**src/rtl/mux_nx1_rr_if.sv**
```systemverilog
// ---------------------------------------------------------------------------
// mux_nx1_rr_if : handshake/data bundle for the N:1 registered mux.
//
// Parameters : WIDTH (bits per channel), CHANNELS (input count),
//              SEL_W (index width, equals $clog2(CHANNELS)).
// Signals    : mode      0 = manual select, 1 = round-robin
//              sel       channel index for manual mode
//              in_data   packed inputs, channel i at [i*WIDTH +: WIDTH]
//              in_valid  per-channel valid
//              in_ready  per-channel ready (driven by the mux)
//              out_data  registered selected word
//              out_valid registered output valid
//              out_ready downstream ready
//              out_chan  channel index of the word in out_data
// Modports   : master - producer/consumer side (drives inputs, out_ready)
//              slave  - the mux itself
// ---------------------------------------------------------------------------
interface mux_nx1_rr_if #(
    parameter int WIDTH    = 4,
    parameter int CHANNELS = 4,
    parameter int SEL_W    = 2
);
    logic                      mode;
    logic [SEL_W-1:0]          sel;
    logic [CHANNELS*WIDTH-1:0] in_data;
    logic [CHANNELS-1:0]       in_valid;
    logic [CHANNELS-1:0]       in_ready;
    logic [WIDTH-1:0]          out_data;
    logic                      out_valid;
    logic                      out_ready;
    logic [SEL_W-1:0]          out_chan;

    modport master (
        output mode, sel, in_data, in_valid, out_ready,
        input  in_ready, out_data, out_valid, out_chan
    );

    modport slave (
        input  mode, sel, in_data, in_valid, out_ready,
        output in_ready, out_data, out_valid, out_chan
    );
endinterface

```
**src/rtl/mux_nx1_rr.sv**
```systemverilog
// ---------------------------------------------------------------------------
// mux_nx1_rr : N-channel registered multiplexer with valid/ready handshake.
//
// Two grant modes: manual (bus.sel chooses the channel) and round-robin
// (first valid channel starting at an internal pointer). The selected word
// is captured into a single output register; a new word loads whenever the
// register is empty or being drained, giving one transfer per cycle.
//
// Ports : clk       rising-edge clock
//         rst       synchronous active-high reset
//         bus       mux_nx1_rr_if.slave (see interface header)
//         grant_cnt 8-bit wrapping count of input transfers
//                   (only when MUX_GRANT_CNT_EN is defined)
//
// Optional feature macro: MUX_GRANT_CNT_EN
// ---------------------------------------------------------------------------
module mux_nx1_rr #(
    parameter int WIDTH    = 4,
    parameter int CHANNELS = 4,
    parameter int SEL_W    = 2
) (
    input  logic       clk,
    input  logic       rst,
`ifdef MUX_GRANT_CNT_EN
    output logic [7:0] grant_cnt,
`endif
    mux_nx1_rr_if.slave bus
);
    // Valid vector widened to every encodable index so that a manual sel
    // beyond CHANNELS-1 reads a 0 and therefore never grants.
    localparam int SEL_RANGE = 1 << SEL_W;

    logic [SEL_RANGE-1:0] valid_ext;
    logic                 load;
    logic                 grant_vld;
    logic [SEL_W-1:0]     grant;
    logic [WIDTH-1:0]     grant_data;

    logic [WIDTH-1:0]     out_data_q;
    logic                 out_valid_q;
    logic [SEL_W-1:0]     out_chan_q;
    logic [SEL_W-1:0]     ptr_q;
    logic [SEL_W-1:0]     ptr_d;

    assign load = !out_valid_q || bus.out_ready;

    // Grant selection.
    always_comb begin
        int         idx;
        logic [SEL_W-1:0] idx_sel;
        valid_ext                 = '0;
        valid_ext[CHANNELS-1:0]   = bus.in_valid;
        grant                     = '0;
        grant_vld                 = 1'b0;
        idx                       = 0;
        idx_sel                   = '0;
        if (!bus.mode) begin
            grant     = bus.sel;
            grant_vld = valid_ext[bus.sel];
        end else begin
            // Scan ptr, ptr+1, ... with explicit wrap at CHANNELS (not at
            // 2**SEL_W), keeping the first hit.
            for (int k = 0; k < CHANNELS; k++) begin
                idx = int'(ptr_q) + k;
                if (idx >= CHANNELS) begin
                    idx = idx - CHANNELS;
                end
                idx_sel = SEL_W'(idx);
                if (!grant_vld && valid_ext[idx_sel]) begin
                    grant     = idx_sel;
                    grant_vld = 1'b1;
                end
            end
        end
    end

    // Data of the granted channel only; other channels never reach the
    // output, so unknowns there cannot propagate.
    always_comb begin
        grant_data = '0;
        for (int i = 0; i < CHANNELS; i++) begin
            if (grant == SEL_W'(i)) begin
                grant_data = bus.in_data[i*WIDTH +: WIDTH];
            end
        end
    end

    assign ptr_d = (grant == SEL_W'(CHANNELS - 1)) ? '0 : grant + SEL_W'(1);

    generate
        for (genvar gi = 0; gi < CHANNELS; gi++) begin : g_ready
            assign bus.in_ready[gi] = !rst && load && grant_vld
                                      && (grant == SEL_W'(gi));
        end
    endgenerate

`ifdef MUX_GRANT_CNT_EN
    logic [7:0] grant_cnt_q;
`endif

    always_ff @(posedge clk) begin
        if (rst) begin
            out_data_q  <= '0;
            out_valid_q <= 1'b0;
            out_chan_q  <= '0;
            ptr_q       <= '0;
`ifdef MUX_GRANT_CNT_EN
            grant_cnt_q <= '0;
`endif
        end else if (load) begin
            if (grant_vld) begin
                // Input transfer on channel 'grant'.
                out_data_q  <= grant_data;
                out_chan_q  <= grant;
                out_valid_q <= 1'b1;
                if (bus.mode) begin
                    ptr_q <= ptr_d;
                end
`ifdef MUX_GRANT_CNT_EN
                grant_cnt_q <= grant_cnt_q + 8'd1;
`endif
            end else begin
                out_valid_q <= 1'b0;
            end
        end
    end

    assign bus.out_data  = out_data_q;
    assign bus.out_valid = out_valid_q;
    assign bus.out_chan  = out_chan_q;
`ifdef MUX_GRANT_CNT_EN
    assign grant_cnt     = grant_cnt_q;
`endif

endmodule

```
**src/flat_wrapper.sv**
```systemverilog
// flat-port wrapper written by rule: the top's interface ports become plain ports
module mux_nx1_rr_flat 
#(
    parameter int WIDTH    = 4,
    parameter int CHANNELS = 4,
    parameter int SEL_W    = 2
)
  (clk, rst, bus_mode, bus_sel, bus_in_data, bus_in_valid, bus_out_ready, bus_in_ready, bus_out_data, bus_out_valid, bus_out_chan);
  mux_nx1_rr_if #(.WIDTH(WIDTH), .CHANNELS(CHANNELS), .SEL_W(SEL_W)) bus_i ();
  input  logic clk;
  input  logic rst;
  input wire logic [$bits(bus_i.mode)-1:0] bus_mode;
  input wire logic [$bits(bus_i.sel)-1:0] bus_sel;
  input wire logic [$bits(bus_i.in_data)-1:0] bus_in_data;
  input wire logic [$bits(bus_i.in_valid)-1:0] bus_in_valid;
  input wire logic [$bits(bus_i.out_ready)-1:0] bus_out_ready;
  output wire logic [$bits(bus_i.in_ready)-1:0] bus_in_ready;
  output wire logic [$bits(bus_i.out_data)-1:0] bus_out_data;
  output wire logic [$bits(bus_i.out_valid)-1:0] bus_out_valid;
  output wire logic [$bits(bus_i.out_chan)-1:0] bus_out_chan;
  assign bus_i.mode = bus_mode;
  assign bus_i.sel = bus_sel;
  assign bus_i.in_data = bus_in_data;
  assign bus_i.in_valid = bus_in_valid;
  assign bus_i.out_ready = bus_out_ready;
  assign bus_in_ready = bus_i.in_ready;
  assign bus_out_data = bus_i.out_data;
  assign bus_out_valid = bus_i.out_valid;
  assign bus_out_chan = bus_i.out_chan;
  mux_nx1_rr #(.WIDTH(WIDTH), .CHANNELS(CHANNELS), .SEL_W(SEL_W)) u_core (.clk(clk), .rst(rst), .bus(bus_i));
endmodule
```
**config.mk**
```make
export PLATFORM = sky130hd
export DESIGN_NAME = mux_nx1_rr_flat
export DESIGN_NICKNAME = d
export VERILOG_FILES = /design/src/rtl/mux_nx1_rr_if.sv /design/src/rtl/mux_nx1_rr.sv /design/src/flat_wrapper.sv
export SDC_FILE = /design/constraint.sdc
export NUM_CORES = 1
export LEC_CHECK = 0
export ABC_AREA = 1
export CAP_MARGIN = 20
export CORE_MARGIN = 2
export CORE_UTILIZATION = 49
export DETAILED_ROUTE_END_ITERATION = 6
export DONT_BUFFER_PORTS = 1
export GPL_TIMING_DRIVEN = 0
export SYNTH_ARGS = -nofsm -noshare
export SYNTH_HDL_FRONTEND = slang
export SYNTH_SLANG_ARGS = --single-unit
```
**constraint.sdc**
```tcl
create_clock -name clk -period 2.7 [get_ports clk]
set_input_delay 0.27 -clock clk [delete_from_list [all_inputs] [get_ports clk]]
set_output_delay 0.27 -clock clk [all_outputs]
set_load 0.005 [all_outputs]
```
# Word level (Yosys, flattened, before mapping)
# Index checks and enable logic that the tools add are counted.
[op_classes]
n_lt_le_gt_ge = 9
n_reduce_logical = 18
eq_ne = 3
add_sub_neg = 8
muxes = 37
[op_table]
columns = ["operator", "n"]
rows = [
  ["$mux 2", 14],
  ["$mux 4", 4],
  ["$lt 2x3->1 const B", 5],
  ["$mux 1", 14],
  ["$bmux 1 s2", 5],
  ["$ge 3x3->1 const B", 3],
  ["$logic_and 1x1->1", 9],
  ["$sub 2x1->2 const B", 4],
  ["$add 2x2->3 const B", 2],
  ["$logic_not 1->1", 5],
  ["$eq 2x2->1 const B", 2],
  ["$add 2x1->3 const B", 1],
  ["$ge 2x3->1 const B", 1],
  ["$reduce_and 3->1", 1],
  ["$add 2x1->2 const B", 1],
  ["$eq 2x1->1 const B", 1],
  ["$logic_not 2->1", 1],
  ["$reduce_and 2->1", 1],
  ["$logic_or 1x1->1", 1],
]
[totals]
ff_bits = 9
elab_cells = 79

# Logic depth before layout (Yosys ltp)
[depth]
ltp_word = 24
mapped_depth = 21
mapped_depth_nobuf = 20

# Worst setup path after synthesis
# No wires, ideal clock.
[synth_timing]
path_kind = "reg2reg"
start = "reg u_core.ptr_q[0]"
end = "reg u_core.out_data_q[0], in the netlist u_core.bus.out_data[0]"
arrival_ns = 1.970
path_slack_ns = 0.660
path_stages_with_launch = 20
path_buffers = 1
cell_sequence = "dfxtp_1 -> buf_6 -> inv_6 -> nand2_2 -> nand3_1 -> nand2_2 -> nor2_8 -> nand3_1 -> nand3_1 -> nand2_1 -> nand2_1 -> inv_1 -> ha_1 -> inv_1 -> nand3_1 -> nand2_1 -> o21ai_0 -> nand2_1 -> o21ai_0 -> a21oi_1"
[synth_via]
elab_chain_len = 24
elab_cells_between_ends = 55
cone_classes = "7 x add/sub; 4 x order compare; 3 x eq/ne; 33 x mux; 8 x reduce/logical"
[synth_rtl]
columns = ["item", "line_no", "rtl"]
rows = [
  ["from (decl)", "mux_nx1_rr.sv:42", "logic [SEL_W-1:0] ptr_q;"],
  ["from (signal assigned)", "mux_nx1_rr.sv:117", "ptr_q <= ptr_d;"],
  ["$ge 2x3->1 / $sub 2x1->2 (equally long branches)", "mux_nx1_rr.sv:65, mux_nx1_rr.sv:66", ""],
  ["$mux 2", "mux_nx1_rr.sv:65", "if (idx >= CHANNELS) begin"],
  ["$mux 2", "mux_nx1_rr.sv:57", "if (!bus.mode) begin"],
  ["$bmux 1 s2", "mux_nx1_rr.sv:69", "if (!grant_vld && valid_ext[idx_sel]) begin"],
  ["$mux 1 (implied by the code)", "mux_nx1_rr.sv:69", ""],
  ["$mux 1", "mux_nx1_rr.sv:69", ""],
  ["$mux 1", "mux_nx1_rr.sv:57", ""],
  ["$logic_not 1->1", "mux_nx1_rr.sv:69", ""],
  ["[7 not listed]", "-", ""],
  ["$logic_not 1->1", "mux_nx1_rr.sv:69", ""],
  ["$logic_and 1x1->1", "mux_nx1_rr.sv:69", ""],
  ["$mux 2 *", "mux_nx1_rr.sv:69", ""],
  ["$mux 2 *", "mux_nx1_rr.sv:57", ""],
  ["via u_core.grant[1]", "mux_nx1_rr.sv:36", "logic [SEL_W-1:0] grant;"],
  ["$logic_not 2->1", "mux_nx1_rr.sv:82", "if (grant == SEL_W'(i)) begin"],
  ["$mux 4 (3 in a row)", "mux_nx1_rr.sv:82", ""],
  ["$mux 4 *", "mux_nx1_rr.sv:82", ""],
  ["to (signal assigned)", "mux_nx1_rr.sv:113", "out_data_q <= grant_data;"],
  ["to (decl)", "mux_nx1_rr.sv:39", "logic [WIDTH-1:0] out_data_q;"],
]
# Mark *: on every way through the listed nets, which the timed path passes. The rest lies on a longest branch. The select of a mux whose other input is x is not followed.
# A chain may end at the register's enable or synchronous reset.

# Worst setup path after layout
[layout_timing]
start = "reg u_core.ptr_q[0]"
end = "out bus_in_ready[1]"
[layout_via]
elab_chain_len = 21
elab_cells_between_ends = 49
cone_classes = "7 x add/sub; 4 x order compare; 1 x eq/ne; 29 x mux; 8 x reduce/logical"
[layout_rtl]
columns = ["item", "line_no", "rtl"]
rows = [
  ["$ge 2x3->1 / $sub 2x1->2 (equally long branches)", "mux_nx1_rr.sv:65, mux_nx1_rr.sv:66", ""],
  ["$mux 2", "mux_nx1_rr.sv:65", ""],
  ["$mux 2", "mux_nx1_rr.sv:57", ""],
  ["$bmux 1 s2", "mux_nx1_rr.sv:69", ""],
  ["$mux 1 (implied by the code)", "mux_nx1_rr.sv:69", ""],
  ["$mux 1", "mux_nx1_rr.sv:69", ""],
  ["$mux 1", "mux_nx1_rr.sv:57", ""],
  ["$logic_not 1->1", "mux_nx1_rr.sv:69", ""],
  ["[6 not listed]", "-", ""],
  ["$mux 1", "mux_nx1_rr.sv:57", ""],
  ["$logic_not 1->1", "mux_nx1_rr.sv:69", ""],
  ["$logic_and 1x1->1", "mux_nx1_rr.sv:69", ""],
  ["$mux 2 *", "mux_nx1_rr.sv:69", ""],
  ["$mux 2 *", "mux_nx1_rr.sv:57", ""],
  ["via u_core.grant[1]", "mux_nx1_rr.sv:36", ""],
  ["$eq 2x1->1 *", "mux_nx1_rr.sv:93", "&& (grant == SEL_W'(gi));"],
  ["$logic_and 1x1->1 *", "mux_nx1_rr.sv:93", ""],
  ["to (decl)", "flat_wrapper.sv:17", "output wire logic [$bits(bus_i.in_ready)-1:0] bus_in_ready;"],
]
# Marks and branches as above.

==> metrics.txt <==
status=complete, no violations; Skew-Pair Late Insertion Delay=around 0.26 ns; setup TNS=0 ns; Seq cells post-synth=9; Die Ht=~48 um; Post-CTS Resized=0; DR iter-0 viols=14; Post-synth EDFFs=0; Leakage=~0.00057 uW; Synth warnings=0; cell taking the most area after synthesis=nand2_1; Peak VDD IR=roughly 0.30 mV; Async SR Flop Fraction=0%; DR vias/cell=4.76; Starting Density=between 50% and 60%; Synth Area per Inst=5.80 um^2; Mapped Cells=approximately 160; initial antenna violation count=0; final setup fails=0; via count of the routed design=roughly 910; H-tree Lvls=1; layout cells sized above 1=between 10% and 20%; TritonRoute pass-1 iters=4; syn nets=193; crit-path max FO=8; fin nets=between 150 and 200; worst min-delay path class=in -> reg; worst hold slack=~0.073 ns; Residual DRC=0; Hold Vio Cnt, Final=0; CTS buffer count=3; CP required=about 2.4 ns; power per cell area=598 nW/um^2; TritonCTS clock tree=done; most common cell after layout, fill and taps aside=nand2_1; Core Region=around 1800 um^2; final worst path period need=between 2 and 2.5 ns; mapped cell area=~940 um^2; CTS Root Cell=clkbuf_4; DR WL/cell=just over 10 um; clock buffer depth=2; Die Span X=between 40 and 50 um; Ports=37; Post-DP HPWL=1.61 mm; worst-margin pin slew=roughly 0.27 ns; Area contributors post-synth=nand2_1, dfxtp_1, inv_1, nand3_1, a21oi_1; Sink Count=9; Post-DRT Antenna Nets=0; Post-CTS Repair Setup Buffers=0; max_cap viols=0; first-pass GRT wire length=between 2 and 3 mm; crit end category=primary output; Placement Setup Slack=about 0.39 ns; DP Area=~980 um^2; vias in the first global route=749; clk_skew=approximately 0.0017 ns; largest net degree at the start of global routing=10; Unique masters post-synth=20; top_reg_cell synth=dfxtp_1; Die ar.=approximately 2300 um^2; Final Max Slew Viols=0; Hold-fix buffers, CTS=0; filler cell count=~200; final cycle utilization of the critical path=87.8%; Peak Freq=around 420 MHz; Area growth syn-to-layout=6.09%; setup slack after layout=between 0.3 and 0.4 ns; fin area=~1000 um^2; Crit Path Category=reg -> out; post-synth top area share=22.6%; Reg clk slew, reported paths=~0.060 ns; RD Place Congestion=0.842; Max transition margin=slightly above 80%; row cnt=15; sequential share of the synthesized area=between 10% and 20%; CP arrival=between 2 and 2.5 ns; number of port buffers=0; RSZ-0062 raised after global routing=false; final wirelength=1.94 mm; GRT Util Overall=a little under a fifth; gr ovfl total=0; most frequent cells in the layout=nand2_1, inv_1, nand3_1; n_diodes=0; Startpoint Class=register
-- final cells by class --
cell class,instances,area [um^2],share of cell area [%]
clock buffer,4,26.3,2.62
tap,25,31.3,3.12
multi-input combinational,121,628,62.7
sequential,9,180,18.0
inverter,32,125,12.5
buffer,1,11.3,1.12
-- kinds of logic after synthesis --
| logic type | count (synthesis) | share of synthesized area, % |
|---|---|---|
| AO/OA/AOI/OAI | 21 | 11.1 |
| adder cells (fa/ha/maj) | 4 | 5.30 |
| buffers and inverters | 33 | 14.4 |
| flip-flops | 9 | 19.1 |
| AND/OR/NAND/NOR | 96 | 50.1 |
-- worst paths after layout --
path                                               end  cells past startpoint                    from  slack, ns
worst max-delay path                   bus_in_ready[1]                     16         u_core.ptr_q[0]       0.33
worst min register to register  u_core.bus.out_data[3]                      4  u_core.bus.out_data[3]       0.53
worst max register to register  u_core.bus.out_data[0]                     20         u_core.ptr_q[0]       0.39
worst min-delay path              u_core.bus.out_valid                      1                     rst       0.07
-- metal layers --
metal | GRT usage [%] | part of all wire, %
met1 | 25.2 | 48
met3 | 2.64 | 6.4
met2 | 28.0 | 44
met5 | 0 | 0
met4 | 8.11 | 1.1
-- metrics by stage --
step,util (%),cells,power [uW]
finish,56.8,192,599
global placement,55.3,188,495
global route,56.8,192,665
CTS,56.8,192,606
floorplan,-,163,449
detailed placement,55.3,188,500
-- worst max-delay path: stages (launching register included) --
cell	delay, ns
dfxtp_1	0.32
buf_6	0.13
inv_6	0.05
nand2_1	0.05
nand2_1	0.08
nand2_1	0.11
nand2_4	0.08
nor2_8	0.11
nand3_1	0.08
nand2_1	0.06
inv_1	0.03
nand2_1	0.07
nand2_1	0.10
inv_1	0.09
ha_1	0.22
inv_1	0.11
nor2_1	0.14
-- state kept, by name (all words and copies together) (netlist names) --
signal	cells
u_core.bus.out_chan	2
u_core.bus.out_data	4
u_core.bus.out_valid	1
u_core.ptr_q	2
-- synthesized netlist by cell type, types with 2 or more instances --
library cell / instances
ha_1: 4
nand2_2: 6
nor2_1: 8
dfxtp_1: 9
nand3_4: 2
inv_2: 5
nand3_1: 15
a21oi_1: 12
nand2_4: 2
nor2_2: 2
nand2_1: 57
o21ai_0: 8
inv_1: 26
-- report_power, final --
group / total [uW] / internal (uW) / switching, uW
Combinational: 321 / 113 / 208
Sequential: 175 / 157 / 18.0
Clock: 103 / 56.9 / 46.0
Total: 599 / 327 / 272
(Power assumes the default switching activity.)
